$ cat src/rtl/sd_dat_pkg.sv
// Shared types and helpers for the SD DAT-line deserializer.
package sd_dat_pkg;

  // Block-level control states.
  typedef enum logic [1:0] {
    IDLE  = 2'd0,
    RECV  = 2'd1,
    DRAIN = 2'd2
  } state_e;

  // Lane mode: single DAT0 lane or the full M_MAX-bit bus.
  typedef enum logic {
    LANE_1    = 1'b0,
    LANE_WIDE = 1'b1
  } lane_mode_e;

  // Number of beats needed to fill one output word in the given lane mode.
  function automatic int unsigned beats_per_word(lane_mode_e  mode,
                                                 int unsigned n_width,
                                                 int unsigned m_max);
    return (mode == LANE_WIDE) ? (n_width / m_max) : n_width;
  endfunction

endpackage

$ cat src/rtl/sd_word_buffer.sv
// Single-entry output register with valid/ready, last tag and sticky
// overflow detection. A word pushed while the held word is still waiting
// for its handshake is dropped and flags overflow.
module sd_word_buffer #(
  parameter int unsigned WIDTH = 32
) (
  input  logic             clk,
  input  logic             rst_n,
  input  logic             clear_i,
  input  logic             push_i,
  input  logic [WIDTH-1:0] push_data_i,
  input  logic             push_last_i,
  input  logic             ready_i,
  output logic [WIDTH-1:0] data_o,
  output logic             valid_o,
  output logic             last_o,
  output logic             overflow_o
);

  logic [WIDTH-1:0] data_q, data_d;
  logic             valid_q, valid_d;
  logic             last_q, last_d;
  logic             overflow_q, overflow_d;

  // Next-state: load on push when the slot is free or being drained this
  // edge, drop and flag otherwise, release on a plain handshake.
  always_comb begin
    // NOTE: every variable gets a default first so no path leaves it unassigned (no latch).
    data_d     = data_q;
    valid_d    = valid_q;
    last_d     = last_q;
    overflow_d = overflow_q;

    if (clear_i) begin
      overflow_d = 1'b0;
    end

    if (push_i && (!valid_q || ready_i)) begin
      data_d  = push_data_i;
      last_d  = push_last_i;
      valid_d = 1'b1;
    end else if (push_i) begin
      overflow_d = 1'b1;
    end else if (valid_q && ready_i) begin
      valid_d = 1'b0;
      last_d  = 1'b0;
    end
  end

  // Output register state.
  always_ff @(posedge clk or negedge rst_n) begin
    if (!rst_n) begin
      data_q     <= '0;
      valid_q    <= 1'b0;
      last_q     <= 1'b0;
      overflow_q <= 1'b0;
    end else begin
      // NOTE: non-blocking assignments so all flops update from pre-edge values.
      data_q     <= data_d;
      valid_q    <= valid_d;
      last_q     <= last_d;
      overflow_q <= overflow_d;
    end
  end

  assign data_o     = data_q;
  assign valid_o    = valid_q;
  assign last_o     = last_q;
  assign overflow_o = overflow_q;

endmodule

$ cat src/rtl/sd_dat_deserializer.sv
// SD DAT-line deserializer: shifts 1-bit or M_MAX-bit beats MSB-first into
// N_WIDTH-bit words, frames BLOCK_WORDS words per block and hands them to a
// single-entry valid/ready output buffer.
module sd_dat_deserializer
  import sd_dat_pkg::*;
#(
  parameter int unsigned N_WIDTH     = 32,
  parameter int unsigned M_MAX       = 4,
  parameter int unsigned BLOCK_WORDS = 128,
  parameter int unsigned CNT_W       = 8
) (
  input  logic               sd_clock,
  input  logic               reset_n,
  input  logic               start,
  input  logic               mode_wide,
  input  logic               sample_en,
  input  logic [M_MAX-1:0]   serial_in,
  output logic [N_WIDTH-1:0] parallel_out,
  output logic               out_valid,
  input  logic               out_ready,
  output logic               out_last,
  output logic               busy,
  output logic [CNT_W-1:0]   word_count,
  output logic               overflow
);

  localparam int unsigned BEAT_W = (N_WIDTH > 1) ? $clog2(N_WIDTH) : 1;

  state_e             state_q, state_d;
  lane_mode_e         mode_q, mode_d;
  logic [N_WIDTH-1:0] shift_q, shift_d;
  logic [BEAT_W-1:0]  beat_cnt_q, beat_cnt_d;
  logic [CNT_W-1:0]   word_count_q, word_count_d;

  logic [N_WIDTH-1:0] shifted;
  logic [BEAT_W-1:0]  beat_last;
  logic               word_done;
  logic               word_last;
  logic               start_accept;

  // Shift register contents after accepting the current beat, and the
  // index of the final beat of a word for the latched lane mode.
  always_comb begin
    shifted   = (mode_q == LANE_WIDE) ? ((shift_q << M_MAX) | N_WIDTH'(serial_in))
                                      : ((shift_q << 1) | N_WIDTH'(serial_in[0]));
    beat_last = BEAT_W'(beats_per_word(mode_q, N_WIDTH, M_MAX) - 1);
  end

  // Block FSM, beat counter and word framing.
  always_comb begin
    state_d      = state_q;
    mode_d       = mode_q;
    shift_d      = shift_q;
    beat_cnt_d   = beat_cnt_q;
    word_count_d = word_count_q;
    word_done    = 1'b0;
    word_last    = 1'b0;
    start_accept = 1'b0;

    unique case (state_q)
      IDLE: begin
        if (start) begin
          state_d      = RECV;
          mode_d       = lane_mode_e'(mode_wide);
          shift_d      = '0;
          beat_cnt_d   = '0;
          word_count_d = '0;
          start_accept = 1'b1;
        end
      end
      RECV: begin
        if (sample_en) begin
          if (beat_cnt_q == beat_last) begin
            // Completed word leaves through the buffer; the shifter restarts
            // empty so the next beat can land without a stall.
            word_done    = 1'b1;
            word_last    = (word_count_q == CNT_W'(BLOCK_WORDS - 1));
            shift_d      = '0;
            beat_cnt_d   = '0;
            word_count_d = word_count_q + 1'b1;
            if (word_last) begin
              state_d = DRAIN;
            end
          end else begin
            shift_d    = shifted;
            beat_cnt_d = beat_cnt_q + 1'b1;
          end
        end
      end
      DRAIN: begin
        // The buffer always holds a word here (either the final one or the
        // one that blocked it), so its handshake closes the block.
        if (out_valid && out_ready) begin
          state_d = IDLE;
        end
      end
      default: state_d = IDLE;
    endcase
  end

  // Control and datapath registers.
  always_ff @(posedge sd_clock or negedge reset_n) begin
    if (!reset_n) begin
      state_q      <= IDLE;
      mode_q       <= LANE_1;
      shift_q      <= '0;
      beat_cnt_q   <= '0;
      word_count_q <= '0;
    end else begin
      state_q      <= state_d;
      mode_q       <= mode_d;
      shift_q      <= shift_d;
      beat_cnt_q   <= beat_cnt_d;
      word_count_q <= word_count_d;
    end
  end

  sd_word_buffer #(
    .WIDTH(N_WIDTH)
  ) u_word_buffer (
    .clk         (sd_clock),
    .rst_n       (reset_n),
    .clear_i     (start_accept),
    .push_i      (word_done),
    .push_data_i (shifted),
    .push_last_i (word_last),
    .ready_i     (out_ready),
    .data_o      (parallel_out),
    .valid_o     (out_valid),
    .last_o      (out_last),
    .overflow_o  (overflow)
  );

  assign busy       = (state_q != IDLE);
  assign word_count = word_count_q;

endmodule

$ cat config.mk
export PLATFORM = sky130hd
export DESIGN_NAME = sd_dat_deserializer
export DESIGN_NICKNAME = d
export VERILOG_FILES = /design/src/rtl/sd_dat_pkg.sv /design/src/rtl/sd_word_buffer.sv /design/src/rtl/sd_dat_deserializer.sv
export SDC_FILE = /design/constraint.sdc
export NUM_CORES = 1
export LEC_CHECK = 0
export CAP_MARGIN = 20
export CORE_ASPECT_RATIO = 0.9
export CORE_MARGIN = 2
export CORE_UTILIZATION = 40
export DETAILED_ROUTE_END_ITERATION = 16
export SETUP_SLACK_MARGIN = 0.1
export SLEW_MARGIN = 40
export SYNTH_ARGS = -nofsm -noshare
export SYNTH_HDL_FRONTEND = slang
export SYNTH_SLANG_ARGS = --single-unit
$ cat constraint.sdc
create_clock -name sd_clock -period 2.66 [get_ports sd_clock]
set_input_delay 0.798 -clock sd_clock [delete_from_list [all_inputs] [get_ports sd_clock]]
set_output_delay 0.798 -clock sd_clock [all_outputs]
set_load 0.005 [all_outputs]
==> impl_metrics.toml <==
[sta]
fin_tns_setup_ps = 0
period_minus_slack_ps = 2490
finalSetupViolCount = 0
drv_slew = 0
clock_skew_ps = 11.4
max_slew_margin_pct = 59.1
fin_crit_sh_pct = 93.6
worst_pin_slew_ps = 609
fmax_mhz = 402
finalHoldViolCount = 0
fin_ws_ps = 170
rsz0062_at_grt = "no"

[floorplanning]
io_pins = 54
fp.coreArea_um2 = 8690
dieArea_um2 = 9800
std_cell_rows = 32
start_util_pct = 41.6
die_x_um = 104
die_h_um = 94.1

[clock_network]
cts_hold_buf = 0
cts_buffers = 9
cts_setup_buffers = 0
worstSkewPairLatency_ps = 350
cts_max_path_buffers = 2
clockRootBuffer = "clkbuf_8"
cts_tree = "yes"
cts_sinks = 82
clk_pin_slew_ps = 80
cts_resized = 0
h-tree-depth = 3

[cells_and_area]
diodes = 0
drive_gt1_share_pct = 8.25
syn_to_final_growth_pct = 26.0
fin_nets = 419

[pwr]
leakage_nw = 1.98
peakVddDrop_mv = 0.461
p_per_area_nw_per_um2 = 955

[worst_setup_path]
r2r_start = "beat_cnt_q[4]$_DFFE_PN0P_"
critical_path_required_ps = 1860
ff2ff_path_depth = 5
cp-endpoint = "busy"
ff2ff_setup_slack_ps = 460
critPathLaunch = "state_q[1]$_DFFE_PN0P_"
critPathLaunchType = "register"
critical_path.endpoint_type = "primary output"
worstPathMaxFanout = 9
worstSetupPathType = "reg -> out"
r2r_end = "word_count[6]$_DFFE_PN0P_"
cp.arrival_ps = 1690

[global_routing]
grt_usage_pct = 18.0
grt_pass1_vias = 2807
grt_pass1_wl_um = 13900
overflow = 0
grt_max_degree = 83
antenna_found_initial = 0

[detailed_routing]
drcViolationCount = 0
via_count = 2743
drt_iter0_drc = 103
detail_route.wl_per_cell_um = 15.4
firstDrtPassIters = 4
ant_nets = 0
routed_via_density = 5.17
routed_wl_um = 8160

[placement]
hpwl_um = 5560
place_ws_ps = 6.05
io_buffers = 53
place.gp.congestion = 0.905

[yosys]
syn-cell-area_um2 = 3610
async_flop_share_pct = 100
synth_edf_count = 0
syn_inst = 349
ys_types = 34
synth_seq_area_share_pct = 56.8
yosysWarningCount = 0
ys.flop_type = "dfrtp_1"
synth_nets = 361
syn_avg_cell_area_um2 = 10.3
ys_ff_latch = 82

[job]
maxCapViolCount = 0

[outcome]
status = "finished, final reports clean"

[hold_path]
hold_class = "in -> async"
-- cells by family (layout without fill, tap and decap cells) --
kind of cell | after synthesis | count (layout) | synth area share, %
AOI/OAI and AO/OA | 82 | 82 | 13.1
xor gates and xnor gates | 1 | 1 | 0.243
adders and majority gates | 2 | 2 | 0.693
buffers and inverters | 21 | 84 | 2.39
DFF | 82 | 82 | 56.8
muxes | 45 | 45 | 12.6
and+or+nand+nor | 116 | 116 | 14.1
-- worst max-delay path: stages, from the launching register on --
cell and delay [ps]:
dfrtp_1 530, inv_1 200, nand2_1 120, clkdlybuf4s50_1 500
-- through the flow --
stage | hold slack, ps | instances | area, µm² | util, % | power (mW)
after global routing | 484 | 531 | 4550 | 52.4 | 4.66
after detailed placement | 476 | 515 | 4330 | 49.9 | 3.39
after global placement | 466 | 515 | 4330 | 49.9 | 3.36
after floorplan | 449 | 349 | 3610 | - | 2.62
after CTS | 474 | 531 | 4550 | 52.4 | 4.40
final | 467 | 531 | 4550 | 52.4 | 4.35
-- layer usage --
layer | track usage [%] | up-vias | wire [µm]
met4 | 4.39 | 0 | 76
met2 | 27.0 | 43 | 3690
met1 | 25.7 | 1357 | 4090
li1 | - | 1337 | -
met3 | 5.48 | 6 | 307
met5 | 0 | - | 0
-- cells in the mapped netlist (3+ instances only) --
master,count,area (µm²)
a22o_1,3,26.3
nor3_1,4,20.0
nand2_1,44,165
dfrtp_1,82,2050
nand4_1,4,25.0
clkbuf_1,13,48.8
o21ai_0,35,175
a21oi_1,33,165
nand2b_1,6,37.5
mux2_2,3,33.8
buf_2,6,30.0
mux2i_1,41,410
nand3_1,7,35.0
a211oi_1,5,37.5
nor2_1,40,150
-- state kept, by name, indices dropped and copies added, names as in the netlist --
register	flops
beat_cnt_q	5
mode_q	1
shift_q	31
state_q	2
u_word_buffer.data_o	32
u_word_buffer.last_o	1
u_word_buffer.overflow_o	1
u_word_buffer.valid_o	1
word_count	8
-- where the power goes --
| group | total [mW] | leakage (nW) | internal, mW | switching, mW |
|---|---|---|---|---|
| clock | 0.988 | 0.110 | 0.532 | 0.455 |
| combinational | 1.33 | 0.829 | 0.761 | 0.574 |
| sequential | 2.02 | 1.04 | 1.69 | 0.334 |
| total | 4.35 | 1.98 | 2.98 | 1.36 |
-- how the worst min path moves through the flow --
| stage | depth (start not counted) | endpoint | slack [ps] | startpoint |
|---|---|---|---|---|
| floorplan | 2 | shift_q[28]$_DFFE_PN0P_ | 450 | shift_q[28]$_DFFE_PN0P_ |
| global placement | 2 | shift_q[28]$_DFFE_PN0P_ | 470 | shift_q[28]$_DFFE_PN0P_ |
| detailed placement | 2 | shift_q[28]$_DFFE_PN0P_ | 480 | shift_q[28]$_DFFE_PN0P_ |
| CTS | 2 | u_word_buffer.data_o[17]$_DFFE_PN0P_ | 470 | reset_n |
| global route | 2 | u_word_buffer.data_o[16]$_DFFE_PN0P_ | 480 | reset_n |
| finish | 2 | u_word_buffer.data_o[16]$_DFFE_PN0P_ | 470 | reset_n |
-- final cells by class --
cell class	instances	area (µm²)
repair buffers	66	651
multi-input cells	246	1470
flip-flops and latches	82	2050
clock buffers	10	128
inverters	2	7.51
clock inverters	6	91.3
well taps	119	149
fillers	828	4140
-- cells in the final DEF (no fill, tap or decap), types with 2 or more instances in the layout --
| master | synthesis | routed |
|---|---|---|
| a211oi_1 | 5 | 5 |
| a21oi_1 | 33 | 33 |
| a22o_1 | 3 | 3 |
| buf_12 | 0 | 2 |
| buf_4 | 0 | 12 |
| bufinv_16 | 0 | 2 |
| clkbuf_8 | 0 | 9 |
| clkdlybuf4s50_1 | 0 | 52 |
| clkinv_4 | 0 | 3 |
| dfrtp_1 | 82 | 82 |
| ha_1 | 2 | 2 |
| inv_1 | 2 | 2 |
| mux2_2 | 3 | 3 |
| mux2i_1 | 41 | 41 |
| nand2_1 | 44 | 44 |
| nand2b_1 | 6 | 6 |
| nand3_1 | 7 | 7 |
| nand3b_1 | 2 | 2 |
| nand4_1 | 4 | 4 |
| nor2_1 | 40 | 40 |
| nor2b_1 | 2 | 2 |
| nor3_1 | 4 | 4 |
| o21ai_0 | 35 | 35 |
Note: power is estimated with default switching activity, not from simulation.
==> variant: new RTL, same settings <==
Register the input `mode_wide` before use. The logic sees it one clock later. The other inputs are not delayed to match.
--- a/src/rtl/sd_dat_deserializer.sv
+++ b/src/rtl/sd_dat_deserializer.sv
@@ -27,2 +27,8 @@
   localparam int unsigned BEAT_W = (N_WIDTH > 1) ? $clog2(N_WIDTH) : 1;
+
+  logic mode_wide_q;
+
+  always_ff @(posedge sd_clock) begin
+    mode_wide_q <= mode_wide;
+  end
 
@@ -63,3 +69,3 @@
           state_d      = RECV;
-          mode_d       = lane_mode_e'(mode_wide);
+          mode_d       = lane_mode_e'(mode_wide_q);
           shift_d      = '0;
Function: changed (a bounded check fails within 10 cycles, from zero or initial values and one cycle with reset_n low).
==> variant against the original RTL <==
Die area grew 0.54%; largest power group unchanged; sequential cell count is 1 higher; routed wire length down 3.0%; worst setup slack improved by 0.058 ns; first-iteration DRC count is 12% higher; power fell by 3.3%; cell area about the same; area after synthesis is 0.55% higher.
==> variant: results (changes against the original RTL) <==
Worst r2r src: mode_q (was beat_cnt_q[4])
Slew headroom: 0.636 (was 0.591)
WHS: 0.378 ns (was 0.467 ns)
# nets final: 421 (was 419)
Mean Syn Cell Area: 10.4 um^2 (was 10.3 um^2)
Outcome: finished clean (unchanged)
Non-filler cells, final: 533 (was 531)
Sequential area share after synthesis: 0.571 (was 0.568)
Vias in the first global route: 2,600 (was 2,807)
R2r setup slk: 0.47 ns
First-pass GRT wire length: 13,200 um (was 13,900 um)
Async set or reset register ratio after synthesis: 0.988 (was 1.00)
Static Leakage: 0.00198 uW (about the same)
Share of post-route cells with drive strength above 1: 0.0870 (was 0.0825)
Routability-driven placement congestion ratio: 0.884 (was 0.905)
Via count: 2,698 (was 2,743)
Syn nets: 362 (was 361)
Largest cells by area after synthesis: dfrtp_1 57%, mux2i_1 11%, o21ai_0 4.8%, a21oi_1 4.5%, nand2_1 4.5% (was dfrtp_1 57%, mux2i_1 11%, o21ai_0 4.9%, a21oi_1 4.6%, nand2_1 4.6%)
Initial DRC count: 115 (was 103)
Post-DP HPWL: 5490 um (was 5560 um)
Critical Path Max Stage Delay: 0.51 ns (was 0.53 ns)
Worst Skew: 0.00873 ns (was 0.0114 ns)
Worst vdd ir: 464 uV (was 461 uV)
Worst EP arrival: 1.63 ns (was 1.69 ns)
Initial antenna violation count: 0 (unchanged)
Yosys cell types: 35 (was 34)
Largest net degree at the start of global routing: 52 (was 83)
Drt total wl: 7920 um (was 8160 um)
Worst slack, placed: 0.0333 ns (was 0.00605 ns)
CTS root buf: clkbuf_8 (unchanged)
-- variant: changes by cell type after synthesis --
cell and delta:
dfxtp_1 +1
-- variant: logic make-up (layout without fill, tap and decap cells) --
group                      Yosys count  in the layout  share of synthesized area
and+or+nand+nor                    116            116                      0.141
DFF                                 83             83                      0.571
AOI/OAI and AO/OA                   82             82                      0.130
muxes                               45             45                      0.125
buffers and inverters               21             85                     0.0238
adders and majority gates            2              2                    0.00689
xor gates and xnor gates             1              1                    0.00241
-- variant: cell type report --
type	count	area (um^2)	area share
inverters	2	7.51	0.00165
well taps	119	149	0.0327
multi-input cells	246	1470	0.324
clock buffers	10	138	0.0303
flip-flops and latches	83	2070	0.455
repair buffers	67	671	0.147
clock inverters	6	40.0	0.00880
-- variant: how the worst max path moves through the flow --
stage / from / cells past startpoint / slack, ns / to
final: state_q[0] / 3 / 0.23 / busy
after global routing: state_q[0] / 3 / 0.14 / busy
after CTS: state_q[0] / 3 / 0.23 / busy
after detailed placement: sample_en / 6 / 0.03 / word_count[6]
after global placement: sample_en / 6 / -0.06 / word_count[6]
after floorplan: mode_q / 6 / 0.69 / u_word_buffer.data_o[1]
-- variant: metrics by stage --
stage               cell area, um^2   util
floorplan                      3630      -
global placement               4370  0.503
global route                   4550  0.524
detailed placement             4370  0.503
finish                         4550  0.524
CTS                            4550  0.524
-- variant: worst reg2reg max path: cells and delay by family (launching register included) --
kind | cells | cell delay, ns
compound gates | 2 | 0.79
simple gates | 1 | 0.48
flops | 1 | 0.47
buf+inv | 1 | 0.21
mux | 1 | 0.17
-- variant: power by group --
group          internal [uW]  switching [uW]  leakage, uW  total (uW)
registers               1700             327      0.00105        2030
clock network            365             470    0.0000924         835
logic                    763             573     0.000836        1340
total                   2830            1370      0.00198        4200
-- variant: routing by layer --
layer	vias to the layer above	GRT usage	share of wire
met5	-	0	0
met3	10	0.0297	0.025
met4	0	0.0642	0.015
met1	1305	0.256	0.51
met2	38	0.247	0.45
li1	1345	-	-
